**src/rtl/spi_sd_block_responder.sv**
```systemverilog
// SPI-mode SD-card responder: parses 6-byte commands, answers R1, and serves
// single-block reads (CMD17) and writes (CMD24) from an external sync memory.
// Optional build macro SD_RESP_DATA_CRC_EN: send a real CRC16-CCITT after read
// data instead of 0xFF 0xFF.
module spi_sd_block_responder #(
   parameter int unsigned BLK_WIDTH  = 4,
   parameter int unsigned BUSY_BYTES = 4
) (
   input  logic                   clk,
   input  logic                   rst,
   input  logic                   cs,
   input  logic                   sclk,
   input  logic                   mosi,
   output logic                   miso,
   output logic [BLK_WIDTH+8:0]   mem_addr,
   input  logic [7:0]             mem_rdata,
   output logic [7:0]             mem_wdata,
   output logic                   mem_we,
   output logic [5:0]             last_cmd,
   output logic                   blk_wr_done
);
   localparam int unsigned AW = BLK_WIDTH + 9;

   localparam logic [3:0] S_IDLE     = 4'd0;
   localparam logic [3:0] S_CMD_RX   = 4'd1;
   localparam logic [3:0] S_RESP_GAP = 4'd2;
   localparam logic [3:0] S_RESP_R1  = 4'd3;
   localparam logic [3:0] S_RD_GAP   = 4'd4;
   localparam logic [3:0] S_RD_TOKEN = 4'd5;
   localparam logic [3:0] S_RD_DATA  = 4'd6;
   localparam logic [3:0] S_RD_CRC   = 4'd7;
   localparam logic [3:0] S_WR_TOKEN = 4'd8;
   localparam logic [3:0] S_WR_DATA  = 4'd9;
   localparam logic [3:0] S_WR_CRC   = 4'd10;
   localparam logic [3:0] S_WR_DRESP = 4'd11;
   localparam logic [3:0] S_WR_BUSY  = 4'd12;

   logic [1:0]    cs_sync_q;
   logic [2:0]    sclk_sync_q;
   logic [1:0]    mosi_sync_q;
   logic          cs_s, mosi_s, rise_c, fall_c, byte_done_c;
   logic [7:0]    rx_byte_c, tx_byte_c;

   logic [3:0]    state_q, state_d;
   logic [2:0]    bit_cnt_q, bit_cnt_d;
   logic [6:0]    rx_sr_q, rx_sr_d;
   logic [6:0]    tx_sr_q, tx_sr_d;
   logic          miso_q, miso_d;
   logic [8:0]    off_q, off_d;
   logic [5:0]    cmd_q, cmd_d;
   logic [31:0]   arg_q, arg_d;
   logic [7:0]    r1_q, r1_d;
   logic          in_idle_q, in_idle_d;
   logic          cmd55_q, cmd55_d;
   logic [AW-1:0] mem_addr_q, mem_addr_d;
   logic [7:0]    mem_wdata_q, mem_wdata_d;
   logic          mem_we_q, mem_we_d;
   logic [5:0]    last_cmd_q, last_cmd_d;
   logic          blk_wr_done_q, blk_wr_done_d;
`ifdef SD_RESP_DATA_CRC_EN
   logic [15:0]   crc_q, crc_d;

   // CRC16-CCITT (poly 0x1021) advanced by one byte, MSB first
   function automatic logic [15:0] crc16_byte(input logic [15:0] c, input logic [7:0] d);
      logic [15:0] r;
      logic        fb;
      r = c;
      for (int i = 7; i >= 0; i--) begin
         fb = r[15] ^ d[i];
         r  = {r[14:0], 1'b0} ^ (fb ? 16'h1021 : 16'h0000);
      end
      return r;
   endfunction
`endif

   // Two-flop synchronisers for the asynchronous SPI pins (extra sclk tap for edges)
   always_ff @(posedge clk) begin
      if (rst) begin
         cs_sync_q   <= 2'b11;
         sclk_sync_q <= 3'b000;
         mosi_sync_q <= 2'b11;
      end else begin
         cs_sync_q   <= {cs_sync_q[0], cs};
         sclk_sync_q <= {sclk_sync_q[1:0], sclk};
         mosi_sync_q <= {mosi_sync_q[0], mosi};
      end
   end

   assign cs_s        = cs_sync_q[1];
   assign mosi_s      = mosi_sync_q[1];
   assign rise_c      = sclk_sync_q[1] & ~sclk_sync_q[2];
   assign fall_c      = ~sclk_sync_q[1] & sclk_sync_q[2];
   assign byte_done_c = ~cs_s & rise_c & (bit_cnt_q == 3'd7);
   assign rx_byte_c   = {rx_sr_q, mosi_s};

   // Byte to put on miso for the byte slot owned by the current state
   always_comb begin
      tx_byte_c = 8'hFF;
      case (state_q)
         S_RESP_R1:  tx_byte_c = r1_q;
         S_RD_TOKEN: tx_byte_c = 8'hFE;
         S_RD_DATA:  tx_byte_c = mem_rdata;
`ifdef SD_RESP_DATA_CRC_EN
         S_RD_CRC:   tx_byte_c = (off_q == 9'd0) ? crc_q[15:8] : crc_q[7:0];
`endif
         S_WR_DRESP: tx_byte_c = 8'h05;
         S_WR_BUSY:  tx_byte_c = 8'h00;
         default:    tx_byte_c = 8'hFF;
      endcase
   end

   // Next-state: bit framing, miso shifting and per-byte protocol decisions
   always_comb begin
      state_d       = state_q;
      bit_cnt_d     = bit_cnt_q;
      rx_sr_d       = rx_sr_q;
      tx_sr_d       = tx_sr_q;
      miso_d        = miso_q;
      off_d         = off_q;
      cmd_d         = cmd_q;
      arg_d         = arg_q;
      r1_d          = r1_q;
      in_idle_d     = in_idle_q;
      cmd55_d       = cmd55_q;
      mem_addr_d    = mem_addr_q;
      mem_wdata_d   = mem_wdata_q;
      mem_we_d      = 1'b0;
      last_cmd_d    = last_cmd_q;
      blk_wr_done_d = 1'b0;
`ifdef SD_RESP_DATA_CRC_EN
      crc_d         = crc_q;
`endif
      if (cs_s) begin
         state_d   = S_IDLE;
         bit_cnt_d = 3'd0;
         tx_sr_d   = 7'h7F;
         miso_d    = 1'b1;
         off_d     = 9'd0;
      end else begin
         if (rise_c) begin
            bit_cnt_d = bit_cnt_q + 3'd1;
            rx_sr_d   = {rx_sr_q[5:0], mosi_s};
         end
         if (fall_c) begin
            if (bit_cnt_q == 3'd0) begin
               miso_d  = tx_byte_c[7];
               tx_sr_d = tx_byte_c[6:0];
`ifdef SD_RESP_DATA_CRC_EN
               if (state_q == S_RD_DATA) crc_d = crc16_byte(crc_q, mem_rdata);
`endif
            end else begin
               miso_d  = tx_sr_q[6];
               tx_sr_d = {tx_sr_q[5:0], 1'b1};
            end
         end
         if (byte_done_c) begin
            case (state_q)
               S_IDLE: if (rx_byte_c[7:6] == 2'b01) begin
                  state_d = S_CMD_RX;
                  cmd_d   = rx_byte_c[5:0];
                  off_d   = 9'd0;
               end
               S_CMD_RX: begin
                  if (off_q == 9'd4) begin
                     state_d = S_RESP_GAP;
                     off_d   = 9'd0;
                  end else begin
                     arg_d = {arg_q[23:0], rx_byte_c};
                     off_d = off_q + 9'd1;
                  end
               end
               S_RESP_GAP: begin
                  state_d    = S_RESP_R1;
                  last_cmd_d = cmd_q;
                  cmd55_d    = (cmd_q == 6'd55);
                  case (cmd_q)
                     6'd0:  begin in_idle_d = 1'b1; r1_d = 8'h01; end
                     6'd1:  begin in_idle_d = 1'b0; r1_d = 8'h00; end
                     6'd8, 6'd16, 6'd55: r1_d = {7'd0, in_idle_q};
                     6'd41: if (cmd55_q) begin
                        in_idle_d = 1'b0;
                        r1_d      = 8'h00;
                     end else begin
                        r1_d = 8'h04 | {7'd0, in_idle_q};
                     end
                     6'd17, 6'd24: begin
                        if (in_idle_q)                    r1_d = 8'h05;
                        else if (arg_q[31:BLK_WIDTH] != '0) r1_d = 8'h40;
                        else                              r1_d = 8'h00;
                     end
                     default: r1_d = 8'h04 | {7'd0, in_idle_q};
                  endcase
               end
               S_RESP_R1: begin
                  off_d = 9'd0;
                  if (r1_q == 8'h00 && cmd_q == 6'd17) begin
                     state_d    = S_RD_GAP;
                     mem_addr_d = {arg_q[BLK_WIDTH-1:0], 9'd0};
`ifdef SD_RESP_DATA_CRC_EN
                     crc_d      = 16'h0000;
`endif
                  end else if (r1_q == 8'h00 && cmd_q == 6'd24) begin
                     state_d = S_WR_TOKEN;
                  end else begin
                     state_d = S_IDLE;
                  end
               end
               S_RD_GAP:   state_d = S_RD_TOKEN;
               S_RD_TOKEN: state_d = S_RD_DATA;
               S_RD_DATA: begin
                  if (off_q == 9'd511) begin
                     state_d = S_RD_CRC;
                     off_d   = 9'd0;
                  end else begin
                     off_d      = off_q + 9'd1;
                     mem_addr_d = {arg_q[BLK_WIDTH-1:0], off_q + 9'd1};
                  end
               end
               S_RD_CRC: begin
                  if (off_q == 9'd1) begin
                     state_d = S_IDLE;
                     off_d   = 9'd0;
                  end else begin
                     off_d = off_q + 9'd1;
                  end
               end
               S_WR_TOKEN: begin
                  if (rx_byte_c == 8'hFE) begin
                     state_d = S_WR_DATA;
                     off_d   = 9'd0;
                  end else if (rx_byte_c != 8'hFF) begin
                     state_d = S_IDLE;
                  end
               end
               S_WR_DATA: begin
                  mem_we_d    = 1'b1;
                  mem_wdata_d = rx_byte_c;
                  mem_addr_d  = {arg_q[BLK_WIDTH-1:0], off_q};
                  if (off_q == 9'd511) begin
                     state_d = S_WR_CRC;
                     off_d   = 9'd0;
                  end else begin
                     off_d = off_q + 9'd1;
                  end
               end
               S_WR_CRC: begin
                  if (off_q == 9'd1) begin
                     state_d = S_WR_DRESP;
                     off_d   = 9'd0;
                  end else begin
                     off_d = off_q + 9'd1;
                  end
               end
               S_WR_DRESP: begin
                  blk_wr_done_d = 1'b1;
                  state_d       = S_WR_BUSY;
                  off_d         = 9'd0;
               end
               S_WR_BUSY: begin
                  if (off_q == 9'(BUSY_BYTES - 1)) begin
                     state_d = S_IDLE;
                     off_d   = 9'd0;
                  end else begin
                     off_d = off_q + 9'd1;
                  end
               end
               default: state_d = S_IDLE;
            endcase
         end
      end
   end

   // State and output registers
   always_ff @(posedge clk) begin
      if (rst) begin
         state_q       <= S_IDLE;
         bit_cnt_q     <= 3'd0;
         rx_sr_q       <= 7'd0;
         tx_sr_q       <= 7'h7F;
         miso_q        <= 1'b1;
         off_q         <= 9'd0;
         cmd_q         <= 6'd0;
         arg_q         <= 32'd0;
         r1_q          <= 8'hFF;
         in_idle_q     <= 1'b1;
         cmd55_q       <= 1'b0;
         mem_addr_q    <= '0;
         mem_wdata_q   <= 8'd0;
         mem_we_q      <= 1'b0;
         last_cmd_q    <= 6'd0;
         blk_wr_done_q <= 1'b0;
`ifdef SD_RESP_DATA_CRC_EN
         crc_q         <= 16'h0000;
`endif
      end else begin
         state_q       <= state_d;
         bit_cnt_q     <= bit_cnt_d;
         rx_sr_q       <= rx_sr_d;
         tx_sr_q       <= tx_sr_d;
         miso_q        <= miso_d;
         off_q         <= off_d;
         cmd_q         <= cmd_d;
         arg_q         <= arg_d;
         r1_q          <= r1_d;
         in_idle_q     <= in_idle_d;
         cmd55_q       <= cmd55_d;
         mem_addr_q    <= mem_addr_d;
         mem_wdata_q   <= mem_wdata_d;
         mem_we_q      <= mem_we_d;
         last_cmd_q    <= last_cmd_d;
         blk_wr_done_q <= blk_wr_done_d;
`ifdef SD_RESP_DATA_CRC_EN
         crc_q         <= crc_d;
`endif
      end
   end

   assign miso        = miso_q;
   assign mem_addr    = mem_addr_q;
   assign mem_wdata   = mem_wdata_q;
   assign mem_we      = mem_we_q;
   assign last_cmd    = last_cmd_q;
   assign blk_wr_done = blk_wr_done_q;

endmodule

```
**config.mk**
```make
export PLATFORM = sky130hd
export DESIGN_NAME = spi_sd_block_responder
export DESIGN_NICKNAME = d
export VERILOG_FILES = /design/src/rtl/spi_sd_block_responder.sv
export SDC_FILE = /design/constraint.sdc
export NUM_CORES = 1
export LEC_CHECK = 0
export CORE_MARGIN = 5
export CORE_UTILIZATION = 42
export CTS_CLUSTER_DIAMETER = 200
export DETAILED_ROUTE_END_ITERATION = 8
export GPL_ROUTABILITY_DRIVEN = 0
export PLACE_DENSITY_LB_ADDON = 0.3
export SLEW_MARGIN = 20
export SYNTH_ARGS = -nofsm -noshare
export SYNTH_HDL_FRONTEND = slang
export SYNTH_SLANG_ARGS = --single-unit
```
**constraint.sdc**
```tcl
create_clock -name clk -period 3.6 [get_ports clk]
set_input_delay 0.36 -clock clk [delete_from_list [all_inputs] [get_ports clk]]
set_output_delay 0.36 -clock clk [all_outputs]
set_load 0.005 [all_outputs]
```
==> results.cfg <==
[status]
outcome = finished clean

[placed_design]
dp_hpwl_um = 8010
pre_cts_ws_ns = 0.933
io_buffers = 42

[clocking]
cts.sinks = 111
clk_latency_ns = 0.35
cts_tree = built
htree_levels = 3
cts_setup_buffers = 0
cts_hold_buf = 0
path_clk_slew_ns = 0.08
post_cts_resized = 0
cts_buffers = 9
clk_path_buf_depth = 2
cts_root_buffer = clkbuf_16

[layout]
diodes = 0
area_growth_pct = 13.3
final_util_pct = 48.8
drive_above_1_share_pct = 6.97
finish.net_count = 662

[worst_setup_path]
cp-start-kind = flop
worst_ep_required_time_ns = 3.81
crit_path_max_fanout = 27
endpoint_kind = flop
path_class = reg -> reg
worst_ep_arrival_time_ns = 2.91

[die]
chipHeight_um = 121
die_width_um = 121
start_util_pct = 43.1
dieArea_um2 = 14700
core_area_um2 = 12100
ios = 43
row_count = 40

[synthesis]
yosysTopAreaCell = dfxtp_1
synth_top_area_share_pct = 42.8
yosys-top-cells-area = dfxtp_1, nand2_1, a21oi_1, nor2_1, mux2i_1
synth-async-reset-ratio_pct = 0
ys.flop_type = dfxtp_1
netlist_instances = 633
synth-seq-cells = 111
ys_warn_count = 0
syn_avg_cell_area_um2 = 8.21
synth-edff-count = 0
syn_nets = 653
synthesis.area_um2 = 5200
synth.distinct_cells = 66
ys_seq_area_share_pct = 42.8

[grt]
track_usage_pct = 16.3
overflow = 0
grt_pass1_vias = 4110
grt_max_degree = 88
grt_first_pass_wirelength_um = 19600
antenna_found_initial = 0

[sta]
finClkSkew_ns = 0.00857
setup_ws_ns = 0.900
fin_crit_sh_pct = 75.0
rsz0062_at_grt = no
min_period_ns = 2.70
hold_viol_final = 0
worstMarginPinSlew_ns = 0.904
finalSetupTns_ns = 0
slew_violations = 0
max_freq_mhz = 370
setup_viol = 0
slew_headroom_pct = 39.7

[drt]
drtIter0Drc = 336
via_count = 4375
vias_per_cell = 5.37
wl_per_cell_um = 14.3
ant_nets = 0
drt_wl_total_um = 11600
drt-pass1-iter-count = 4
drcViolationCount = 0

[pwr]
powerDensity_nw_per_um2 = 377
leakage_nw = 1.99
ir_drop_mv = 0.202

[min_path]
hp-class = reg -> reg

[run]
drv_cap = 0
-- per-stage QoR --
| stage | cells | instance area (um^2) | hold slack [ns] | power, W |
|---|---|---|---|---|
| 2_1_floorplan | 633 | 5200 | 0.389 | 0.00129 |
| 3_3_place_gp | 799 | 5610 | 0.393 | 0.00130 |
| 3_5_place_dp | 799 | 5610 | 0.398 | 0.00130 |
| 4_1_cts | 814 | 5890 | 0.414 | 0.00225 |
| 5_1_grt | 814 | 5890 | 0.432 | 0.00230 |
| 6_report | 814 | 5890 | 0.411 | 0.00222 |
-- layout make-up --
| class | count | area, um^2 |
|---|---|---|
| clock buffer | 9 | 225 |
| timing repair buffer | 46 | 445 |
| multi-input combinational | 468 | 2710 |
| tap | 168 | 210 |
| fill | 1160 | 6170 |
| inverter | 6 | 22.5 |
| sequential | 111 | 2220 |
| clock inverter | 6 | 51.3 |
-- power by group --
group / leakage [nW] / internal [W] / switching [W]
Sequential: 0.896 / 0.00123 / 0.00000391
Combinational: 0.961 / 0.0000159 / 0.0000240
Clock: 0.138 / 0.000477 / 0.000470
-- critical path, cell delays in order (launching register included) --
cell       delay (ns)
dfxtp_1          0.89
nand4bb_1        0.54
o21ai_0          0.32
o21a_2           0.48
mux2i_1          0.26
nor2_1           0.06
-- layout by cell type (no fill, tap or decap), drive strengths merged, types with 3 or more instances in the layout --
cell	Yosys	layout
ha	7	7
a21oi	82	82
clkdlybuf4s50	0	41
clkbuf	22	9
and2	3	3
o21ai	29	29
a211o	7	7
dfxtp	111	111
o31ai	3	3
a21o	3	3
nand3	20	20
nand2b	10	10
nor3	13	13
a22oi	3	3
xnor2	4	4
o2bb2ai	6	6
clkinv	0	3
nor4b	3	3
mux2i	18	18
or3	6	6
a211oi	10	10
buf	26	5
nand2	108	108
or2	7	7
o22ai	9	9
nor2b	12	12
nor2	54	54
nor4	11	11
nand4b	3	3
inv	6	9
-- kinds of logic after synthesis --
| kind of cell | Yosys count | share of synthesized area (%) |
|---|---|---|
| simple gates | 263 | 24.4 |
| compound gates | 176 | 22.0 |
| fa+ha+maj | 7 | 1.69 |
| mux | 18 | 3.47 |
| flops | 111 | 42.8 |
| xor+xnor | 4 | 0.674 |
| buf+inv | 54 | 5.06 |
-- worst paths after layout --
kind                                   start      endpoint  slack, ns  cells past startpoint
worst max-delay path              state_q[1]  mem_addr[11]       0.90                      5
worst min-delay path            cs_sync_q[0]  cs_sync_q[1]       0.41                      1
worst max register to register    state_q[1]  mem_addr[11]       0.90                      5
worst min register to register  cs_sync_q[0]  cs_sync_q[1]       0.41                      1
-- flip-flops by register name (all words and copies together), names as in the netlist, 4 cells and up --
signal	count
tx_sr_q	7
arg_q	32
cmd_q	6
mem_addr	13
state_q	4
rx_sr_q	7
off_q	9
r1_q	4
mem_wdata	8
last_cmd	6
-- cell usage after synthesis, types with 6 or more instances --
library cell and number:
nor3_1 13, nand3_1 20, nor2b_1 12, nor2_1 54
mux2i_1 18, o21ai_0 24, a21oi_1 80, a211o_1 7
nor4_1 11, clkbuf_1 22, dfxtp_1 111, nand2b_1 10
nand2_1 108, or3_1 6, ha_1 7, inv_1 6
buf_2 18, o22ai_1 9, o2bb2ai_1 6, a211oi_2 8
-- routing by layer --
metal	GRT usage [%]	routed length [um]
met2	25.3	5140
met5	0	0
met1	22.6	5780
met3	3.31	524
met4	5.74	189
Power figures use the tool's default switching activity.
